`config.mk`:
```
export PLATFORM = sky130hd
export DESIGN_NAME = immediate_encoder
export DESIGN_NICKNAME = d
export VERILOG_FILES = /design/src/rtl/xm_isa_pkg.sv /design/src/rtl/imm_word_pack.sv /design/src/rtl/immediate_encoder.sv
export SDC_FILE = /design/constraint.sdc
export NUM_CORES = 1
export LEC_CHECK = 0
export BUFFER_PORTS_ARGS = -buffer_cell sky130_fd_sc_hd__buf_4
export CAP_MARGIN = 20
export CORE_ASPECT_RATIO = 1.5
export CORE_MARGIN = 4
export CORE_UTILIZATION = 40
export DETAILED_ROUTE_END_ITERATION = 8
export SYNTH_ARGS = -nofsm -noshare
export SYNTH_HDL_FRONTEND = slang
export SYNTH_HIERARCHICAL = 1
export SYNTH_SLANG_ARGS = --single-unit
```
`constraint.sdc`:
```
create_clock -name clk_i -period 3.57 [get_ports clk_i]
set_input_delay 0.5355 -clock clk_i [delete_from_list [all_inputs] [get_ports clk_i]]
set_output_delay 0.5355 -clock clk_i [all_outputs]
set_load 0.1 [all_outputs]
```
`src/rtl/xm_isa_pkg.sv`:
```
// rtl/xm_isa_pkg.sv - shared MOV-group ISA definitions for the immediate encoder/decoder
//
// Purpose: instruction field layout, MOV-group type encoding and encoder FSM
//          state type. The immediate decoder imports this same package, so
//          field positions must only ever change here.
// Ports:   none (package)
// Word layout: {MOV_PREFIX[15:13], type[12:11], byte[10:3], dst[2:0]}

package xm_isa_pkg;

  localparam int WORD_W = 16;

  localparam logic [2:0] MOV_PREFIX = 3'b011;

  localparam int TYPE_H = 12;
  localparam int TYPE_L = 11;
  localparam int IMM_H  = 10;
  localparam int IMM_L  = 3;
  localparam int DST_H  = 2;
  localparam int DST_L  = 0;

  typedef enum logic [1:0] {
    MOVL  = 2'd0,
    MOVLZ = 2'd1,
    MOVLS = 2'd2,
    MOVH  = 2'd3
  } imm_type_e;

  typedef enum logic [1:0] {
    ST_IDLE   = 2'd0,
    ST_FIRST  = 2'd1,
    ST_SECOND = 2'd2
  } enc_state_e;

endpackage

```
`src/rtl/imm_word_pack.sv`:
```
// rtl/imm_word_pack.sv - combinational packer for one MOV-group instruction word
//
// Purpose: assembles {prefix, type, byte, dst} into a 16-bit instruction word.
// Ports:
//   imm_type  in   2  MOV-group type (MOVL/MOVLZ/MOVLS/MOVH)
//   imm_byte  in   8  immediate byte
//   dst       in   3  destination register
//   word      out 16  packed instruction word

module imm_word_pack
  import xm_isa_pkg::*;
(
  input  imm_type_e          imm_type,
  input  logic [7:0]         imm_byte,
  input  logic [DST_H:DST_L] dst,
  output logic [WORD_W-1:0]  word
);

  always_comb begin
    word                  = '0;
    word[15:13]           = MOV_PREFIX;
    word[TYPE_H:TYPE_L]   = imm_type;
    word[IMM_H:IMM_L]     = imm_byte;
    word[DST_H:DST_L]     = dst;
  end

endmodule

```
`src/rtl/immediate_encoder.sv`:
```
// rtl/immediate_encoder.sv - encodes a 16-bit constant into the shortest MOV-group load sequence
//
// Purpose: accepts {constant, destination} requests and emits one or two
//          registered instruction words for the debug/boot injection path.
// Optional feature: IMM_ENC_SHORT_EN
//   defined   - constants with hi byte 0x00 / 0xFF use a single MOVLZ / MOVLS word
//   undefined - every constant emits MOVLZ lo, MOVH hi (fixed two-word sequences)
// Ports:
//   clk_i        in   1         clock
//   rstn_i       in   1         synchronous active-low reset
//   flush_i      in   1         synchronous abort of any sequence in progress
//   immVal_i     in   WORD      constant to encode
//   dstReg_i     in   REG_BITS  destination register
//   reqValid_i   in   1         request valid
//   reqReady_o   out  1         request accepted when reqValid_i & reqReady_o
//   instWord_o   out  WORD      emitted instruction word
//   instValid_o  out  1         instWord_o valid
//   instReady_i  in   1         consumer accepts the word
//   instLast_o   out  1         final word of the sequence
//   seqLen_o     out  2         word count of current sequence, 0 when idle

module immediate_encoder
  import xm_isa_pkg::*;
#(
  parameter int WORD     = 16,  // only 16 is supported
  parameter int REG_BITS = 3
) (
  input  logic                clk_i,
  input  logic                rstn_i,
  input  logic                flush_i,
  input  logic [WORD-1:0]     immVal_i,
  input  logic [REG_BITS-1:0] dstReg_i,
  input  logic                reqValid_i,
  output logic                reqReady_o,
  output logic [WORD-1:0]     instWord_o,
  output logic                instValid_o,
  input  logic                instReady_i,
  output logic                instLast_o,
  output logic [1:0]          seqLen_o
);

  enc_state_e          state_q, state_d;
  logic [WORD-1:0]     word_q, word_d;
  logic                last_q, last_d;
  logic [1:0]          len_q, len_d;
  logic [7:0]          hi_q, hi_d;
  logic [REG_BITS-1:0] dst_q, dst_d;

  logic                accept;
  logic                use_second;
  imm_type_e           first_type;
  logic [1:0]          first_len;
  imm_type_e           pack_type;
  logic [7:0]          pack_byte;
  logic [REG_BITS-1:0] pack_dst;
  logic [WORD-1:0]     pack_word;

  assign instValid_o = (state_q != ST_IDLE);
  assign instWord_o  = word_q;
  assign instLast_o  = last_q;
  assign seqLen_o    = len_q;

  // Ready also opens during the final-word handshake so a new sequence can
  // follow with no bubble. Reset and flush both close it.
  assign reqReady_o = rstn_i & ~flush_i &
                      ((state_q == ST_IDLE) | (instValid_o & instLast_o & instReady_i));
  assign accept     = reqValid_i & reqReady_o;

  // Classify the incoming constant into the first word type and sequence length.
  always_comb begin
    first_type = MOVLZ;
    first_len  = 2'd2;
`ifdef IMM_ENC_SHORT_EN
    if (immVal_i[15:8] == 8'h00) begin
      first_type = MOVLZ;
      first_len  = 2'd1;
    end else if (immVal_i[15:8] == 8'hFF) begin
      first_type = MOVLS;
      first_len  = 2'd1;
    end
`endif
  end

  // A single packer serves both words. The MOVH word is only ever needed while
  // leaving FIRST of a two-word sequence; no request can be accepted then
  // because the first word is not last, so the mux never has a conflict.
  assign use_second = (state_q == ST_FIRST) && (len_q == 2'd2);
  assign pack_type  = use_second ? MOVH : first_type;
  assign pack_byte  = use_second ? hi_q : immVal_i[7:0];
  assign pack_dst   = use_second ? dst_q : dstReg_i;

  imm_word_pack u_pack (
    .imm_type (pack_type),
    .imm_byte (pack_byte),
    .dst      (pack_dst),
    .word     (pack_word)
  );

  always_comb begin
    state_d = state_q;
    word_d  = word_q;
    last_d  = last_q;
    len_d   = len_q;
    hi_d    = hi_q;
    dst_d   = dst_q;

    case (state_q)
      ST_IDLE: begin
      end
      ST_FIRST: begin
        if (instReady_i) begin
          if (len_q == 2'd2) begin
            state_d = ST_SECOND;
            word_d  = pack_word;
            last_d  = 1'b1;
          end else begin
            state_d = ST_IDLE;
            word_d  = '0;
            last_d  = 1'b0;
            len_d   = 2'd0;
          end
        end
      end
      ST_SECOND: begin
        if (instReady_i) begin
          state_d = ST_IDLE;
          word_d  = '0;
          last_d  = 1'b0;
          len_d   = 2'd0;
        end
      end
      default: begin
        state_d = ST_IDLE;
        word_d  = '0;
        last_d  = 1'b0;
        len_d   = 2'd0;
      end
    endcase

    // Acceptance overrides the drain-to-idle above (back-to-back re-entry).
    if (accept) begin
      state_d = ST_FIRST;
      word_d  = pack_word;
      last_d  = (first_len == 2'd1);
      len_d   = first_len;
      hi_d    = immVal_i[15:8];
      dst_d   = dstReg_i;
    end

    if (flush_i) begin
      state_d = ST_IDLE;
      word_d  = '0;
      last_d  = 1'b0;
      len_d   = 2'd0;
    end
  end

  always_ff @(posedge clk_i) begin
    if (!rstn_i) begin
      state_q <= ST_IDLE;
      word_q  <= '0;
      last_q  <= 1'b0;
      len_q   <= 2'd0;
      hi_q    <= 8'h00;
      dst_q   <= '0;
    end else begin
      state_q <= state_d;
      word_q  <= word_d;
      last_q  <= last_d;
      len_q   <= len_d;
      hi_q    <= hi_d;
      dst_q   <= dst_d;
    end
  end

endmodule

```
Yosys cells after proc, flatten, opt, wreduce, memory -nomap -nowiden
Cells that the tools add are included.
{ "word_totals": {"regBits": 32, "output_inout_bits": 21} }
{ "op_classes": {"eq_ne": 10, "mux": 21, "n_bitwise": 9, "reduce_logical": 9} }
{ "op_table": {"columns": ["cell", "count"], "rows": [
  ["$pmux W16 S3", 1],
  ["$mux W16", 2],
  ["$mux W15", 2],
  ["$mux W2", 7],
  ["$pmux W2 S3", 2],
  ["$ne A3 B3 Y1 const B", 3],
  ["$mux W8", 1],
  ["$ne A2 B2 Y1 const B", 4],
  ["$reduce_and A4 Y1", 2],
  ["$reduce_and A3 Y1", 2],
  ["$and A1 B1 Y1", 5],
  ["$eq A2 B2 Y1 const B", 2],
  ["$mux W1", 4],
  ["$mux W3", 1],
  ["$not A1 Y1", 3],
  ["$pmux W1 S3", 1],
  ["$reduce_or A3 Y1", 1],
  ["$eq A2 B1 Y1 const B", 1],
  ["$logic_not A2 Y1", 1],
  ["$reduce_bool A2 Y1", 1],
  ["$reduce_or A2 Y1", 1],
  ["$logic_and A1 B1 Y1", 1],
  ["$or A1 B1 Y1", 1]
]} }

Longest topological paths before layout
Gate-level depths: netlist of run 1.
{ "depth": {"depth_word": 8, "ltp_mapped": 7} }

Modules after synthesis
The synthesis of run 1 kept the hierarchy.
{ "by_module_without_submodules": {"columns": ["module", "instances", "cells_per_inst", "area_per_inst_um2", "seq_area_each_um2"], "rows": [
  ["immediate_encoder", 1, 158, 1371.3, 600.6],
  ["imm_word_pack", 1, 18, 127.6, 0.0]
]} }

Worst setup path before layout of run 1
No wires, ideal clock.
{ "synth_path": {"kind": "flip-flop to output port", "start": "reg last_q, in the netlist instLast_o", "end": "out reqReady_o", "arrival_time_ns": 2.040, "required_time_ns": 3.034, "path_slack_ns": 0.995, "stages_incl_launch_ff": 3, "path_cell_list": "dfxtp_1 and2_1 o21a_1"} }
{ "synth_via": {"elab_chain_cells": 4} }
{ "synth_lines": {"columns": ["element", "line_no", "rtl"], "rows": [
  ["start: declaration", "immediate_encoder.sv:44", "logic last_q, last_d;"],
  ["start signal: assignment", "immediate_encoder.sv:169", "last_q <= last_d;"],
  ["$and A1 B1 Y1 (2 in series)", "immediate_encoder.sv:66", "((state_q == ST_IDLE) | (instValid_o & instLast_o & instReady_i));"],
  ["$or A1 B1 Y1", "immediate_encoder.sv:66", null],
  ["$and A1 B1 Y1", "immediate_encoder.sv:65", "assign reqReady_o = rstn_i & ~flush_i &"],
  ["end: declaration", "immediate_encoder.sv:34", "output logic reqReady_o,"]
]} }
No other way between the ends.

Worst setup path after layout of run 1
Ends and elaborated chain as after synthesis.

==> results of run 1 <==
cells in the mapped netlist (all sizes together) (2+ instances only):
cell type	n	area, um^2
nand2	47	176
nor2b	2	12.5
inv	14	52.6
clkbuf	3	11.3
conb	4	15.0
mux2i	11	110
nor3b	2	15.0
nand2b	2	12.5
buf	23	169
o21a	2	15.0
o22ai	16	100
mux2	11	124
dfxtp	30	601
tightest hold or removal path: stages (launching register included):
cell     delay (ns)
dfxtp_1        0.30
nand2_1        0.05
mux2i_1        0.05
final cells by class:
class                           count  share of cell area (%)
Multi-Input combinational cell    107                    37.6
Clock buffer                        7                    4.27
Tap cell                           43                    3.01
Timing Repair Buffer               44                    18.5
Inverter                           14                    2.94
Sequential cell                    30                    33.6
stage by stage:
stage	util (%)	setup slack, ns
after detailed placement	46.8	1.54
after global placement	46.8	1.59
after floorplan	-	0.995
after global routing	48.9	1.48
final	48.9	1.56
after CTS	48.9	1.54
layer usage:
layer	GRT usage [%]	vias to the layer above	part of all wire, %
li1	-	602	-
met1	15.5	525	42
met2	22.9	24	50
met3	4.82	6	5.6
met4	5.70	0	1.9
met5	0	-	0
power by group through the flow:
stage               clock network [mW]  logic (mW)  registers [mW]
floorplan                            0      0.0779           0.409
global placement                     0       0.149           0.364
detailed placement                   0       0.150           0.364
CTS                              0.258       0.150           0.357
global route                     0.272       0.160           0.358
finish                           0.250       0.149           0.357
worst paths after layout:
kind                            slack (ns)        from       endpoint
worst max-delay path                  1.56  instLast_o     reqReady_o
worst max register to register        1.88  instLast_o  instWord_o[2]
worst min register to register        0.45     hi_q[3]        hi_q[3]
worst min-delay path                  0.45     hi_q[3]        hi_q[3]
sequential cells by signal, indices dropped and copies added, names as in the netlist:
signal	count
state_q	1
seqLen_o	1
dst_q	3
instWord_o	16
hi_q	8
instLast_o	1
kinds of logic after synthesis:
kind of cell    Yosys count
flops                    30
mux                      22
buf+inv                  40
simple gates             57
other cells               4
compound gates           23
==> results by group, run 1 <==
Yosys
  – Number of flops mapped to enable cells by yosys: 0
  – Async SR Flop Fraction: 0%
  – Largest family of logic cells by synthesized area: simple AND/OR/NAND/NOR gates
  – Synth unique cells: 25
  – Cell area after synthesis: 1500 um^2
  – XOR/XNOR share of the synthesized area: 0%
  – Synth Area in Compound Gates: between 10% and 20%
  – Synth Area in Simple Gates: 16.2%
  – Post-synthesis adder-cell area fraction: 0%
  – Yosys Warn Count: 6
  – Seq/Total Area, Yosys: ~40%
  – Post-synthesis mux area share: roughly 16%
  – Top FF cell, synth: dfxtp_1
  – Yosys reg bits: 30
  – Cell count after synthesis: approximately 180
  – Syn Area/Cell: 8.52 um^2

Hold path
  – Worst Hold Class: reg2reg
  – Hold path depth: 2

CTS
  – Hold-fix buffers, CTS: 0
  – Clock Pin Slew Worst Setup and Hold Paths: around 0.060 ns
  – CTS max path bufs: 2
  – Worst-skew pair later-pin latency: ~0.28 ns
  – CTS buffer count: 5
  – Post-cts sizing count: 0
  – CTS Sinks: 30
  – Post-CTS setup buffer count: 0
  – H-tree depth reported by CTS: 2
  – Root Driver: clkbuf_8
  – CTS tree: yes

Power
  – Pwr/cell area: 423 nW/um^2
  – Peak supply drop: between 0.2 and 0.3 mV
  – Leak: ~0.86 nW
  – Switching power: 0.224 mW
  – Seq pwr share: between 40% and 50%
  – PnR Total Power: 0.755 mW
  – Sw frac: a little under 30%
  – Power Internal: 0.531 mW
  – Clock network power share: roughly a third
  – Combinational Power Share: 19.7%

Critical path
  – Max stage delay cell, worst path: dfxtp_1
  – Critical path required time: 3.03 ns
  – Delay-heaviest family, CP: flip-flops
  – Critical path, cell by cell: nor2_1 -> o21a_1 -> buf_4
  – Worst-path maximum fanout: 10
  – CP Depth: 3
  – Setup crit end kind: output pin
  – Critical path's largest stage delay: between 0.3 and 0.4 ns
  – Worst Path Arrival: about 1.5 ns
  – Buffers and inverters on the worst path: 1
  – Setup crit start kind: flip-flop
  – Path type of the worst setup path: reg2out
  – R2r worst-path depth: 5

Global route
  – Largest net degree at the start of global routing: 37
  – Initial antenna violation count: 0
  – Vias in the first global route: 1156
  – First-pass GRT wire length: about 5.2 mm
  – Tot GR Track Use: between 10 and 15%
  – Grt ovf: 0

Detailed routing
  – Vias per std cell: 4.72
  – Drt total wl: a little under 3 mm
  – # DRC: 0
  – DRT Pass-1 Iters: 2
  – DR vias: between 1k and 1.5k
  – Initial DRC Count: 31
  – Post-route ant nets: 0
  – WL/cell: approximately 12 um

STA
  – Final setup viols: 0
  – Max-slew headroom: approximately 45%
  – Final hold vios: 0
  – Final hold slack: between 0.4 and 0.5 ns
  – Setup TNS: 0 ns
  – Fin. max-slew vios: 0
  – RSZ-0062 raised after global routing: false
  – Final min period: roughly 2.0 ns
  – Worst slew pin tran: a little over 0.8 ns
  – Crit share post-route: a little under three fifths
  – Final setup skew: 0.00277 ns
  – Fmax: 0.497 GHz

Cells and area
  – Total Nets Final: about 230
  – Multi-input logic area: approximately 670 um^2
  – Cell area after layout: approximately 1800 um^2
  – Final Non-Filler Cells: approximately 250
  – Most frequent cells in the layout: nand2_1, buf_4, dfxtp_1
  – Filler cells: between 300 and 400
  – Commonest non-fill, non-tap cell in the layout: nand2_1
  – Diodes inserted: 0
  – Reg area: 601 um^2
  – Share of post-route cells with drive strength above 1: a little under a third
  – Layout area overhead: 19.1%

Floorplan
  – Die height: between 80 and 90 um
  – Row count: 27
  – Core box area: between 3000 and 4000 um^2
  – Initial Util: between 40% and 50%
  – Die footprint: 4810 um^2
  – # IOs: 45
  – Die W: roughly 58 um

Placement
  – Post-DP HPWL: between 2 and 2.5 mm
  – Placed insts: 238
  – Routability cong.: 0.776
  – Placed standard-cell area: around 1700 um^2
  – Port bufs: 43

Status
  – Run status: complete, no violations

Flow run
  – MaxCap Viol Count: 0
(Power assumes the default switching activity.)
==> run 2: changes to the inputs <==
PLACE_DENSITY = 0.67   (was unset)
clock period = 1.6 ns   (was 3.57 ns; I/O delays follow)
==> run 2 against run 1 <==
Hold slack worse by 0.25 ns. Critical endpoint unchanged. Combinational power is 130% higher. Wire length is 4.7% higher. Register-to-register slack worse by 1.7 ns. Global-route usage is 0.49 points lower. Final area is 4.6% higher. First-iteration DRC count is 42% lower. Critical path type unchanged. Clock skew hardly changed. Flip-flop and latch count stayed put. Die area stayed put. Worst setup slack worse by 1.5 ns. Clock power is 150% higher.
==> results by group, run 2 (synthesis gave the netlist of run 1 again) <==
Status
  – Run status: complete, no violations

STA
  – Final setup skew: 0.00312 ns (+0.000347 ns)
  – Crit share post-route: about 93%
  – Final hold vios: 0 (unchanged)
  – Final setup viols: 0 (unchanged)
  – RSZ-0062 raised after global routing: false
  – Fin. max-slew vios: 0 (unchanged)
  – Fmax: roughly 0.67 GHz
  – Setup TNS: 0 ns (unchanged)
  – Final min period: 1.49 ns

Floorplan
  – Die W: 58.0 um (unchanged)
  – Core box area: 3650 um^2 (unchanged)
  – Initial Util: 41.1% (unchanged)
  – Die height: 83.0 um (unchanged)
  – Row count: 27 (unchanged)
  – Die footprint: 4810 um^2 (unchanged)
  – # IOs: 45 (unchanged)

Cells and area
  – Reg area: 608 um^2 (+1.2%)
  – Filler cells: 366 (-4.4%)
  – Share of post-route cells with drive strength above 1: 36.2% (+4.5 points)
  – Layout area overhead: 24.5%
  – Diodes inserted: 0 (unchanged)
  – Max FFs per register: 16 (unchanged)
  – Most frequent cells in the layout: nand2_1, buf_4, dfxtp_1
  – Multi-input logic area: 697 um^2 (+3.7%)
  – Total Nets Final: 230 (+1.8%)

Flow run
  – MaxCap Viol Count: 0 (unchanged)

Global route
  – First-pass GRT wire length: 4.91 mm (-5.6%)
  – Grt ovf: 0 (unchanged)
  – Tot GR Track Use: 13.3% (-0.49 points)
  – Initial antenna violation count: 0 (unchanged)
  – Vias in the first global route: 1064 (-8.0%)
  – Largest net degree at the start of global routing: 33 (-11%)

Detailed routing
  – Vias per std cell: 4.69 (-0.64%)
  – Post-route ant nets: 0 (unchanged)
  – WL/cell: 12.3 um (+2.6%)
  – # DRC: 0 (unchanged)
  – DR vias: 1173 (+1.4%)
  – DRT Pass-1 Iters: 4 (+2)
  – Initial DRC Count: 18 (-42%)
  – Drt total wl: 3.07 mm (+4.7%)

Power
  – PnR Total Power: 1.76 mW (+130%)
  – Pwr/cell area: 941 nW/um^2 (+120%)
  – Leak: 0.896 nW (+4.2%)
  – Peak supply drop: 0.663 mV (+140%)

Critical path
  – Delay-heaviest family, CP: flip-flops
  – RR Endpoint: instWord_o[10]
  – Path type of the worst setup path: reg2out
  – Setup crit end kind: output pin
  – Critical path, cell by cell: nor2_4 -> o21a_2 -> buf_6
  – Buffers and inverters on the worst path: 1 (unchanged)
  – R2r worst-path depth: 6 (+1)
  – Reg2reg setup slack: 0.16 ns (-1.72 ns)
  – Critical path's largest stage delay: 0.38 ns (about the same)
  – RR Startpoint: seqLen_o[1]
  – Worst Path Arrival: 1.25 ns (-0.22 ns)
  – Worst-path maximum fanout: 7 (-3)
  – Max stage delay cell, worst path: dfxtp_1
  – Setup crit start kind: flip-flop
  – Critical path required time: 1.36 ns (-1.67 ns)

CTS
  – CTS tree: yes
  – Root Driver: clkbuf_8
  – Post-CTS setup buffer count: 0 (unchanged)
  – CTS Sinks: 30 (unchanged)
  – CTS max path bufs: 2 (unchanged)
  – Clock Pin Slew Worst Setup and Hold Paths: 0.06 ns (about the same)
  – CTS buffer count: 5 (unchanged)
  – H-tree depth reported by CTS: 2 (unchanged)
  – Worst-skew pair later-pin latency: 0.28 ns (about the same)

Placement
  – Port bufs: 43 (unchanged)
  – Routability cong.: 0.727 (-6.3%)
  – Post-DP HPWL: 2.23 mm (+3.6%)

Hold path
  – Worst Hold Class: in2reg
  – Hold Path Origin: immVal_i[9]
  – Hold path depth: 3 (+1)
  – Hold EP: hi_q[1]
run 2: how the worst max path moves through the flow:
stage | cells after the start | slack (ns) | to | startpoint
4_1_cts | 3 | 0.01 | instWord_o[6] | instLast_o
2_1_floorplan | 2 | 0.00002 | instValid_o | instLast_o
6_report | 3 | 0.11 | reqReady_o | state_q[0]
3_3_place_gp | 3 | 0.07 | instWord_o[12] | instLast_o
3_5_place_dp | 3 | 0.03 | instWord_o[6] | instLast_o
5_1_grt | 3 | 0.04 | reqReady_o | state_q[0]
run 2: power breakdown:
group | leakage (nW) | total [mW] | switching, mW | internal [mW]
clock | 0.0482 | 0.615 | 0.269 | 0.346
combinational | 0.602 | 0.347 | 0.230 | 0.116
sequential | 0.246 | 0.794 | 0.0176 | 0.776
total | 0.896 | 1.76 | 0.517 | 1.24
run 2: metrics by stage:
step                      hold WS (ns)  worst slack [ns]  cells  instance area (um^2)  util [%]
after floorplan                  0.372         0.0000218    177                  1530         -
after detailed placement         0.450            0.0292    242                  1760      48.1
after CTS                        0.194            0.0119    250                  1850      50.8
after global routing             0.197            0.0390    250                  1870      51.2
after global placement           0.443            0.0682    242                  1760      48.1
final                            0.204             0.108    250                  1870      51.2
run 2: layer usage:
layer  track usage (%)  share of wire (%)
met4              7.38                3.2
met2              22.4                 55
met5                 0                  0
met3              3.73                4.3
met1              14.4                 38
run 2: layout make-up:
| type | instances | area share (%) |
|---|---|---|
| Timing Repair Buffer | 48 | 19.5 |
| Tap cell | 43 | 2.88 |
| Inverter | 14 | 2.82 |
| Multi-Input combinational cell | 107 | 37.3 |
| Clock inverter | 1 | 0.268 |
| Sequential cell | 30 | 32.6 |
| Clock buffer | 7 | 4.62 |
run 2: tightest hold or removal path, stage by stage:
cell,delay (ns)
buf_4,0.10
inv_1,0.04
mux2i_1,0.05
run 2: what timing repair did:
action	CTS	global route
hold buffers	0	0
pin swaps	0	0
setup endpoints to repair	1	17
resized for setup	2	2
